===== config.mk =====
export PLATFORM = sky130hd
export DESIGN_NAME = fetch_unit_flat
export DESIGN_NICKNAME = d
export VERILOG_FILES = /design/src/rtl/fetch_pkg.sv /design/src/rtl/fetch_if.sv /design/src/rtl/fetch_fifo.sv /design/src/rtl/fetch_unit.sv /design/src/flat_wrapper.sv
export SDC_FILE = /design/constraint.sdc
export NUM_CORES = 1
export LEC_CHECK = 0
export ABC_AREA = 1
export ABC_CLOCK_PERIOD_IN_PS = 13400
export CORE_MARGIN = 2
export CORE_UTILIZATION = 40
export DETAILED_ROUTE_END_ITERATION = 7
export PLACE_DENSITY = 0.67
export RECOVER_POWER = 25
export SYNTH_ARGS = -nofsm -noshare
export SYNTH_HDL_FRONTEND = slang
export SYNTH_HIERARCHICAL = 1
export SYNTH_SLANG_ARGS = --single-unit

===== constraint.sdc =====
create_clock -name clk_i -period 13.4 [get_ports clk_i]
set_input_delay 2.68 -clock clk_i [delete_from_list [all_inputs] [get_ports clk_i]]
set_output_delay 2.68 -clock clk_i [all_outputs]
set_load 0.1 [all_outputs]

===== src/rtl/fetch_pkg.sv =====
// rtl/fetch_pkg.sv - shared types and constants for the instruction fetch front end
package fetch_pkg;

  localparam int XLEN = 32;

  localparam logic [XLEN-1:0] NOP_INST = 32'h0000_0013;
  localparam logic [XLEN-1:0] PC_STEP  = 32'd4;

  typedef struct packed {
    logic [XLEN-1:0] pc;
    logic [XLEN-1:0] inst;
  } fetch_entry_t;

endpackage


===== src/rtl/fetch_if.sv =====
// rtl/fetch_if.sv - fetch unit bundle: EX redirect, IMEM request/response, IF/ID handshake
interface fetch_if #(
  parameter int DATA_WIDTH = 32,
  parameter int ADDR_WIDTH = 13,
  parameter int DEPTH      = 4
);
  logic                      redirect_i;
  logic [DATA_WIDTH-1:0]     redirect_pc_i;
  logic                      imem_req_o;
  logic [ADDR_WIDTH-1:0]     imem_addr_o;
  logic [DATA_WIDTH-1:0]     imem_rdata_i;
  logic                      id_ready_i;
  logic                      id_valid_o;
  logic [DATA_WIDTH-1:0]     id_pc_o;
  logic [DATA_WIDTH-1:0]     id_inst_o;
  logic [$clog2(DEPTH):0]    count_o;

  modport master (
    input  redirect_i, redirect_pc_i, imem_rdata_i, id_ready_i,
    output imem_req_o, imem_addr_o, id_valid_o, id_pc_o, id_inst_o, count_o
  );

  modport slave (
    output redirect_i, redirect_pc_i, imem_rdata_i, id_ready_i,
    input  imem_req_o, imem_addr_o, id_valid_o, id_pc_o, id_inst_o, count_o
  );
endinterface


===== src/rtl/fetch_fifo.sv =====
// rtl/fetch_fifo.sv - prefetch FIFO of {pc, inst} entries with flush and combinational head
module fetch_fifo
  import fetch_pkg::*;
#(
  parameter int DEPTH = 4
) (
  input  logic                   clk,
  input  logic                   rst,
  input  logic                   push,
  input  fetch_entry_t           push_entry,
  input  logic                   pop,
  input  logic                   flush,
  output fetch_entry_t           head,
  output logic                   full,
  output logic                   empty,
  output logic [$clog2(DEPTH):0] count
);
  localparam int PW = $clog2(DEPTH);

  fetch_entry_t    mem [DEPTH];
  logic [PW-1:0]   wr_ptr;
  logic [PW-1:0]   rd_ptr;
  logic            do_push;
  logic            do_pop;

  assign full    = (count == (PW+1)'(DEPTH));
  assign empty   = (count == '0);
  assign do_push = push && !full;
  assign do_pop  = pop && !empty;
  assign head    = mem[rd_ptr];

  // Storage is cleared on reset so the head reads zero until the first push.
  always_ff @(posedge clk or posedge rst) begin
    if (rst) begin
      wr_ptr <= '0;
      rd_ptr <= '0;
      count  <= '0;
      for (int i = 0; i < DEPTH; i++) mem[i] <= '0;
    end else if (flush) begin
      wr_ptr <= '0;
      rd_ptr <= '0;
      count  <= '0;
    end else begin
      if (do_push) begin
        mem[wr_ptr] <= push_entry;
        wr_ptr      <= wr_ptr + 1'b1;
      end
      if (do_pop) rd_ptr <= rd_ptr + 1'b1;
      count <= count + {{PW{1'b0}}, do_push} - {{PW{1'b0}}, do_pop};
    end
  end
endmodule


===== src/rtl/fetch_unit.sv =====
// rtl/fetch_unit.sv - fetch PC, IMEM request credit, in-flight tag and redirect flush
module fetch_unit
  import fetch_pkg::*;
#(
  parameter int                    DATA_WIDTH = 32,
  parameter int                    ADDR_WIDTH = 13,
  parameter int                    DEPTH      = 4,
  parameter logic [DATA_WIDTH-1:0] RESET_PC   = 32'h0000_0000
) (
  input logic      clk_i,
  input logic      rst_i,
  fetch_if.master  bus
);
  localparam int CW = $clog2(DEPTH) + 1;

  logic [DATA_WIDTH-1:0] fetch_pc;
  logic [DATA_WIDTH-1:0] tag_pc;
  logic [DATA_WIDTH-1:0] target_pc;
  logic [DATA_WIDTH-1:0] req_pc;
  logic                  inflight;
  logic                  credit;
  logic                  issue;
  logic                  push;
  logic                  pop;
  logic                  full;
  logic                  empty;
  logic [CW-1:0]         count;
  fetch_entry_t          head;
  fetch_entry_t          push_entry;

  assign target_pc = bus.redirect_pc_i & ~DATA_WIDTH'(3);
  assign req_pc    = bus.redirect_i ? target_pc : fetch_pc;

  // Credit counts only current occupancy plus the outstanding word; same-cycle pops are ignored.
  assign credit = ({1'b0, count} + {{CW{1'b0}}, inflight}) < (CW+1)'(DEPTH);
  assign issue  = bus.redirect_i || credit;

  assign push       = inflight && !bus.redirect_i && !full;
  assign pop        = bus.id_valid_o && bus.id_ready_i;
  assign push_entry = '{pc: tag_pc, inst: bus.imem_rdata_i};

  assign bus.imem_req_o  = issue && !rst_i;
  assign bus.imem_addr_o = req_pc[ADDR_WIDTH-1:0];
  assign bus.id_valid_o  = !empty && !bus.redirect_i;
  assign bus.id_pc_o     = head.pc;
  assign bus.id_inst_o   = head.inst;
  assign bus.count_o     = count;

  always_ff @(posedge clk_i or posedge rst_i) begin
    if (rst_i) begin
      fetch_pc <= RESET_PC;
      tag_pc   <= '0;
      inflight <= 1'b0;
    end else begin
      inflight <= issue;
      if (issue) begin
        tag_pc   <= req_pc;
        fetch_pc <= req_pc + PC_STEP;
      end
    end
  end

  fetch_fifo #(.DEPTH(DEPTH)) u_fifo (
    .clk        (clk_i),
    .rst        (rst_i),
    .push       (push),
    .push_entry (push_entry),
    .pop        (pop),
    .flush      (bus.redirect_i),
    .head       (head),
    .full       (full),
    .empty      (empty),
    .count      (count)
  );
endmodule


===== src/flat_wrapper.sv =====
// flat-port wrapper written by rule: the top's interface ports become plain ports
module fetch_unit_flat import fetch_pkg::*;
#(
  parameter int                    DATA_WIDTH = 32,
  parameter int                    ADDR_WIDTH = 13,
  parameter int                    DEPTH      = 4,
  parameter logic [DATA_WIDTH-1:0] RESET_PC   = 32'h0000_0000
)
  (clk_i, rst_i, bus_redirect_i, bus_redirect_pc_i, bus_imem_rdata_i, bus_id_ready_i, bus_imem_req_o, bus_imem_addr_o, bus_id_valid_o, bus_id_pc_o, bus_id_inst_o, bus_count_o);
  fetch_if #(.DATA_WIDTH(DATA_WIDTH), .ADDR_WIDTH(ADDR_WIDTH), .DEPTH(DEPTH)) bus_i ();
  input logic clk_i;
  input logic rst_i;
  input wire logic [$bits(bus_i.redirect_i)-1:0] bus_redirect_i;
  input wire logic [$bits(bus_i.redirect_pc_i)-1:0] bus_redirect_pc_i;
  input wire logic [$bits(bus_i.imem_rdata_i)-1:0] bus_imem_rdata_i;
  input wire logic [$bits(bus_i.id_ready_i)-1:0] bus_id_ready_i;
  output wire logic [$bits(bus_i.imem_req_o)-1:0] bus_imem_req_o;
  output wire logic [$bits(bus_i.imem_addr_o)-1:0] bus_imem_addr_o;
  output wire logic [$bits(bus_i.id_valid_o)-1:0] bus_id_valid_o;
  output wire logic [$bits(bus_i.id_pc_o)-1:0] bus_id_pc_o;
  output wire logic [$bits(bus_i.id_inst_o)-1:0] bus_id_inst_o;
  output wire logic [$bits(bus_i.count_o)-1:0] bus_count_o;
  assign bus_i.redirect_i = bus_redirect_i;
  assign bus_i.redirect_pc_i = bus_redirect_pc_i;
  assign bus_i.imem_rdata_i = bus_imem_rdata_i;
  assign bus_i.id_ready_i = bus_id_ready_i;
  assign bus_imem_req_o = bus_i.imem_req_o;
  assign bus_imem_addr_o = bus_i.imem_addr_o;
  assign bus_id_valid_o = bus_i.id_valid_o;
  assign bus_id_pc_o = bus_i.id_pc_o;
  assign bus_id_inst_o = bus_i.id_inst_o;
  assign bus_count_o = bus_i.count_o;
  fetch_unit #(.DATA_WIDTH(DATA_WIDTH), .ADDR_WIDTH(ADDR_WIDTH), .DEPTH(DEPTH), .RESET_PC(RESET_PC)) u_core (.clk_i(clk_i), .rst_i(rst_i), .bus(bus_i));
endmodule

==> impl_metrics.json, run 1 <==
{
  "slew_viol_final": 278,
  "cap_violations": 4,
  "start_util_pct": 40.6,
  "wl_per_cell_um": 18.6,
  "crit_path_top_delay_cell": "clkbuf_1",
  "cpMostUsedCell": "inv_2",
  "post-place-ws_ps": 5090,
  "path_clk_slew_ps": 50,
  "failed_checks": "capacitance limit, slew limit",
  "cts_setup_buffers": 0,
  "tightest_slew_ps": 4760,
  "clk_latency_ps": 510,
  "dp_hpwl_um": 26900,
  "routed_via_density": 5.62,
  "via_count": 15000,
  "drcViolationCount": 0,
  "dieWidth_um": 208,
  "syn_inst": 2080,
  "drtPass1Iterations": 5,
  "synth-seq-cells": 326,
  "vdd.ir_drop.worst_mv": 0.129,
  "fmax_mhz": 95.0,
  "yosys.area_share.simple_pct": 34.2,
  "final_nets": 2181,
  "startpoint_type": "input pin",
  "grt_pass1_wl_um": 79900,
  "cts_sinks": 326,
  "power_density_nw_per_um2": 249,
  "post-route-util_pct": 46.7,
  "syn_avg_cell_area_um2": 7.97,
  "drt_wl_total_um": 49400,
  "synth_top_flop_cell": "dfrtp_1",
  "path_cells": "buf_2, clkbuf_1, inv_2, nand2_2, inv_2, buf_4, nor2_1, clkdlybuf4s50_1",
  "ys_async_sr_fraction_pct": 100,
  "status": "complete, but fails checks",
  "synthToLayoutAreaGrowth_pct": 14.9,
  "crit_start": "bus_redirect_i",
  "grt_overflow": 0,
  "grt_max_degree": 185,
  "p_total_mw": 4.74,
  "rsz0062_at_grt": "false",
  "cts_tree": "yes",
  "synth_xor_xnor_area_share_pct": 0.158,
  "postRouteAntennaNets": 0,
  "yosys.area_share.adder_pct": 0.649,
  "cts_buffer_depth": 3,
  "core_area_um2": 40800,
  "ctsResizeCount": 0,
  "p_leak_nw": 9.37,
  "fin_worst_skew_ps": 17.0,
  "dieArea_um2": 43100,
  "synth_compound_area_share_pct": 8.10,
  "synth.distinct_cells": 37,
  "cp_data_arrival_time_ps": 7850,
  "period_minus_slack_ps": 10530,
  "end_kind": "output port",
  "row_count": 74,
  "min_path_type": "reg -> reg",
  "globalplace.congestion": 0.887,
  "synth_area_um2": 16600,
  "drtIter0Drc": 1554,
  "clock-root-buffer": "clkbuf_16",
  "muxShareOfSynthArea_pct": 0,
  "drive_above_1_share_pct": 6.85,
  "synth_nets": 2156,
  "critPathMaxFanout": 64,
  "antenna_found_initial": 1,
  "hold_buffers": 0,
  "relSlewSlack_pct": -219,
  "yosysSeqAreaShare_pct": 49.2,
  "synth_top_family_by_area": "simple AND/OR/NAND/NOR gates",
  "slowest_delay_ps": 2140,
  "htree_levels": 2,
  "diodes": 0,
  "setup_slack_ps": 2870,
  "fp.dieH_um": 208,
  "post-route-period-util_pct": 78.6,
  "finalSetupViolCount": 0,
  "hold_ws_ps": 474,
  "setup_tns_ps": 0,
  "yosysWarnings": 6,
  "finalHoldViolations": 0,
  "num_io_pins": 150,
  "grt_pass1_vias": 14700,
  "crit_type": "in -> out",
  "synth-edff-count": 0,
  "reg2reg_from": "u_core/u_fifo/count[1]$_DFF_PP0_",
  "portBuffers": 147,
  "hold_path_startpoint": "u_core/u_fifo/mem[91]$_DFFE_PP0P_",
  "cts_made_buffers": 36,
  "grt_use_total_pct": 22.6,
  "crit_required_ps": 10720
}
-- where the power goes --
part	internal, mW	switching [mW]
registers	1.35	0.227
clock network	0.604	0.403
logic	0.516	1.64
total	2.47	2.27
-- synthesized netlist by cell type, types with 2 or more instances --
cell | count | share of area, %
nand3_1 | 39 | 1.2
o221ai_1 | 4 | 0.21
nor2_4 | 6 | 0.41
inv_2 | 5 | 0.11
nand2_4 | 3 | 0.20
nand4_4 | 4 | 0.51
nand2_2 | 22 | 0.83
clkbuf_4 | 2 | 0.091
dfrtp_1 | 326 | 49
clkbuf_1 | 64 | 1.4
nand4_1 | 258 | 9.7
nor2_1 | 189 | 4.3
o21ai_1 | 4 | 0.12
o21ai_0 | 142 | 4.3
buf_2 | 34 | 1.0
nand3_2 | 2 | 0.12
buf_4 | 65 | 2.9
o21ai_2 | 5 | 0.26
o211ai_1 | 7 | 0.32
nand2_1 | 725 | 16
nor2_2 | 12 | 0.45
o22ai_1 | 66 | 2.5
buf_6 | 4 | 0.27
buf_1 | 11 | 0.25
inv_1 | 57 | 1.3
xor2_1 | 3 | 0.16
o21a_1 | 5 | 0.23
ha_1 | 7 | 0.53
-- metal layers --
layer  up-vias  global-route usage [%]  part of all wire [%]
met5         -                       0                     0
met4         0                    5.37                   1.5
met3        65                    3.45                   7.5
met2       583                    36.7                    47
met1      7272                    31.8                    44
li1       7042                       -                     -
-- flip-flops by register name, indices dropped and copies added, names as in the netlist --
register	cells
u_core/u_fifo/count	3
u_core/u_fifo/rd_ptr	2
u_core/u_fifo/mem	256
u_core/u_fifo/wr_ptr	2
u_core/tag_pc	32
u_core/fetch_pc	30
u_core/inflight	1
-- cell type report --
class,instances,area [µm²]
inverters,62,244
clock inverters,12,148
well taps,532,666
multi-input cells,1510,7170
clock buffers,51,1050
flip-flops and latches,326,8160
fillers,3953,21800
repair buffers,169,1620
-- critical path, delay by kind of cell --
family | cells | cell delay [ps]
buffers and inverters | 6 | 4630
AND/OR/NAND/NOR | 2 | 490
-- through the flow --
stage                     area [µm²]  cells
after floorplan                16600   2080
after global placement         17900   2599
after detailed placement       17900   2599
after CTS                      19100   2662
after global routing           19100   2662
final                          19100   2662
-- placed cells by master (no fill, tap or decap), drive strengths merged --
master,instances
nor2,207
nand2,750
nand4,262
inv,60
o211ai,7
dlygate4sd3,1
a31oi,1
clkbuf,54
ha,7
fa,1
clkdlybuf4s50,145
clkinv,8
or2,1
bufinv,3
o32ai,1
xor2,3
o21ai,151
nand3,41
and2,1
o22ai,66
o221ai,4
a21oi,1
o21a,5
dfrtp,326
buf,20
nor3b,1
clkinvlp,3
-- path summary, 6_finish.rpt --
check                                                     end  slack, ps  depth (start not counted)
max reg2reg                u_core/u_fifo/mem[237]$_DFFE_PP0P_       9420                         10
max                                            bus_imem_req_o       2870                          8
min in group asynchronous     u_core/fetch_pc[28]$_DFFE_PP0P_       4080                          3
max in group asynchronous   u_core/u_fifo/mem[24]$_DFFE_PP0P_       6620                          3
min                         u_core/u_fifo/mem[91]$_DFFE_PP0P_        470                          2
min reg2reg                 u_core/u_fifo/mem[91]$_DFFE_PP0P_        470                          2
-- cells by family after synthesis --
kind of cell    Yosys count
flops                   326
buf+inv                 244
simple gates           1263
fa+ha+maj                 8
compound gates          236
xor+xnor                  3
No activity file was read; power rests on OpenSTA's default activity.
==> run 2, diff against run 1 <==
Settings changed: ABC_CLOCK_PERIOD_IN_PS 13400 to 8900, PLACE_DENSITY 0.67 to 0.69.
Clock period 13.4 ns to 8.9 ns, I/O delays scaled along.
==> run 2 against run 1 <==
Final area shrank 0.21%; hold slack got worse by 1.4 ps; the flow still finishes with violations (capacitance limit, slew limit); critical path type unchanged; critical endpoint unchanged; largest power group unchanged; routed wire length decreased by 0.62%; register-to-register slack worse by 3800 ps; critical path depth is 1 lower; via count about the same; clock-buffer cell count decreased by 2; global-route usage is 0.29 points lower.
==> impl_metrics.json, run 2 (synthesis gave the netlist of run 1 again) <==
{
  "status": "complete, but fails checks",
  "failed_checks": "capacitance limit, slew limit",
  "finalSetupViolCount": 0,
  "seq_area_um2": 8160,
  "multi_input_area_um2": 7170,
  "cts_sinks": 326,
  "p_int_mw": 3.66,
  "fmax_mhz": 151,
  "final_nets": 2180,
  "top_register": "u_core/u_fifo/mem",
  "core_area_um2": 40800,
  "fin_worst_skew_ps": 11.4,
  "worstReg2RegEnd": "u_core/fetch_pc[9]$_DFFE_PP0P_",
  "rsz0062_at_grt": "false",
  "cap_violations": 3,
  "ctsResizeCount": 0,
  "grt_overflow": 0,
  "dieWidth_um": 208,
  "nFillCells": 3966,
  "via_count": 15000,
  "htree_levels": 2,
  "cts_made_buffers": 36,
  "power_density_nw_per_um2": 372,
  "dp_hpwl_um": 26500,
  "grt_pass1_wl_um": 78500,
  "largest_reg_flops": 256,
  "reg2reg_from": "u_core/u_fifo/count[2]$_DFF_PP0_",
  "cts_buffer_depth": 3,
  "crit_type": "in -> out",
  "drt_wl_total_um": 49100,
  "num_io_pins": 150,
  "relSlewSlack_pct": -140,
  "portBuffers": 147,
  "cts_tree": "yes",
  "hold_buffers": 0,
  "dieArea_um2": 43100,
  "p_sw_mw": 3.42,
  "layout_common_cells": "nand2_1, dfrtp_1, nand4_1, nor2_1, clkdlybuf4s50_1",
  "r2r_cells": 6,
  "period_minus_slack_ps": 6640,
  "final_common_cell": "nand2_1",
  "vdd.ir_drop.worst_mv": 0.210,
  "fp.dieH_um": 208,
  "grt_max_degree": 258,
  "row_count": 74,
  "drive_above_1_share_pct": 6.72,
  "post-route-period-util_pct": 74.6,
  "r2r_slack_ps": 5570,
  "postRouteAntennaNets": 0,
  "globalplace.congestion": 0.876,
  "clk_latency_ps": 530,
  "drcViolationCount": 0,
  "wl_per_cell_um": 18.5,
  "synthToLayoutAreaGrowth_pct": 14.7,
  "grt_pass1_vias": 14300,
  "cts_setup_buffers": 0,
  "startpoint_type": "input pin",
  "drtIter0Drc": 1420,
  "grt_use_total_pct": 22.3,
  "path_clk_slew_ps": 60,
  "p_leak_nw": 9.35,
  "tightest_slew_ps": 3600,
  "hold_depth": 2,
  "finalHoldViolations": 0,
  "fin_cells": 2659,
  "top_regs": "u_core/u_fifo/mem: 256 flops, u_core/tag_pc: 32 flops, u_core/fetch_pc: 30 flops",
  "start_util_pct": 40.6,
  "clock-root-buffer": "clkbuf_16",
  "min_path_type": "reg -> reg",
  "antenna_found_initial": 0,
  "routed_via_density": 5.63,
  "hold_ws_ps": 473,
  "pwr-share-comb_pct": 46.0,
  "power.share.sequential_pct": 33.4,
  "critPathMaxFanout": 33,
  "diodes": 0,
  "cp_data_arrival_time_ps": 4860,
  "drtPass1Iterations": 5,
  "pwr-share-clk_pct": 20.6,
  "switching_share_pct": 48.2,
  "crit_required_ps": 7120,
  "end_kind": "output port",
  "slew_viol_final": 161,
  "post-route-util_pct": 46.6,
  "hold_path_startpoint": "u_core/u_fifo/mem[92]$_DFFE_PP0P_",
  "min_to": "u_core/u_fifo/mem[92]$_DFFE_PP0P_",
  "place_inst": 2598,
  "setup_tns_ps": 0
}
run 2: routing by layer:
layer	share of wire [%]	wire [µm]	vias up	global-route usage (%)
met1	44	21400	7183	31.3
met2	47	22900	644	35.6
met3	7.4	3610	98	3.54
met4	2.5	1230	0	6.58
li1	-	-	7033	-
met5	0	0	-	0
run 2: how the worst max path moves through the flow:
| stage | cells past startpoint | from | endpoint | slack [ps] |
|---|---|---|---|---|
| after floorplan | 6 | bus_redirect_i | bus_imem_req_o | 3390 |
| after global placement | 7 | bus_redirect_i | bus_imem_req_o | 2690 |
| after detailed placement | 7 | bus_redirect_i | bus_imem_req_o | 2670 |
| after CTS | 7 | bus_redirect_i | bus_imem_req_o | 2650 |
| after global routing | 7 | bus_redirect_i | bus_imem_req_o | 2040 |
| final | 7 | bus_redirect_i | bus_imem_req_o | 2260 |
run 2: final cells by class:
type | instances | area share (%)
clock buffer | 49 | 5.37
clock inverter | 12 | 0.618
inverter | 62 | 1.27
multi-input combinational | 1510 | 37.7
sequential | 326 | 42.9
tap | 532 | 3.50
timing repair buffer | 168 | 8.63
run 2: critical path, stage by stage:
cell and delay [ps]:
clkbuf_1 680, buf_4 570, inv_2 350, nand2_2 180, inv_2 50, nor2_1 90, clkdlybuf4s50_1 1140
run 2: per-stage QoR:
step | setup WS (ps) | cell area, µm² | power (mW)
after floorplan | 3390 | 16600 | 4.85
after global placement | 2690 | 17900 | 5.58
after detailed placement | 2670 | 17900 | 5.63
after CTS | 2650 | 19000 | 7.12
after global routing | 2040 | 19000 | 7.45
final | 2260 | 19000 | 7.08
run 2: power groups by stage:
stage	Combinational (mW)	Clock (mW)	Sequential [mW]
2_1_floorplan	2.53	0	2.32
3_3_place_gp	3.22	0	2.36
3_5_place_dp	3.25	0	2.38
4_1_cts	3.26	1.50	2.36
5_1_grt	3.47	1.56	2.43
6_report	3.26	1.46	2.37
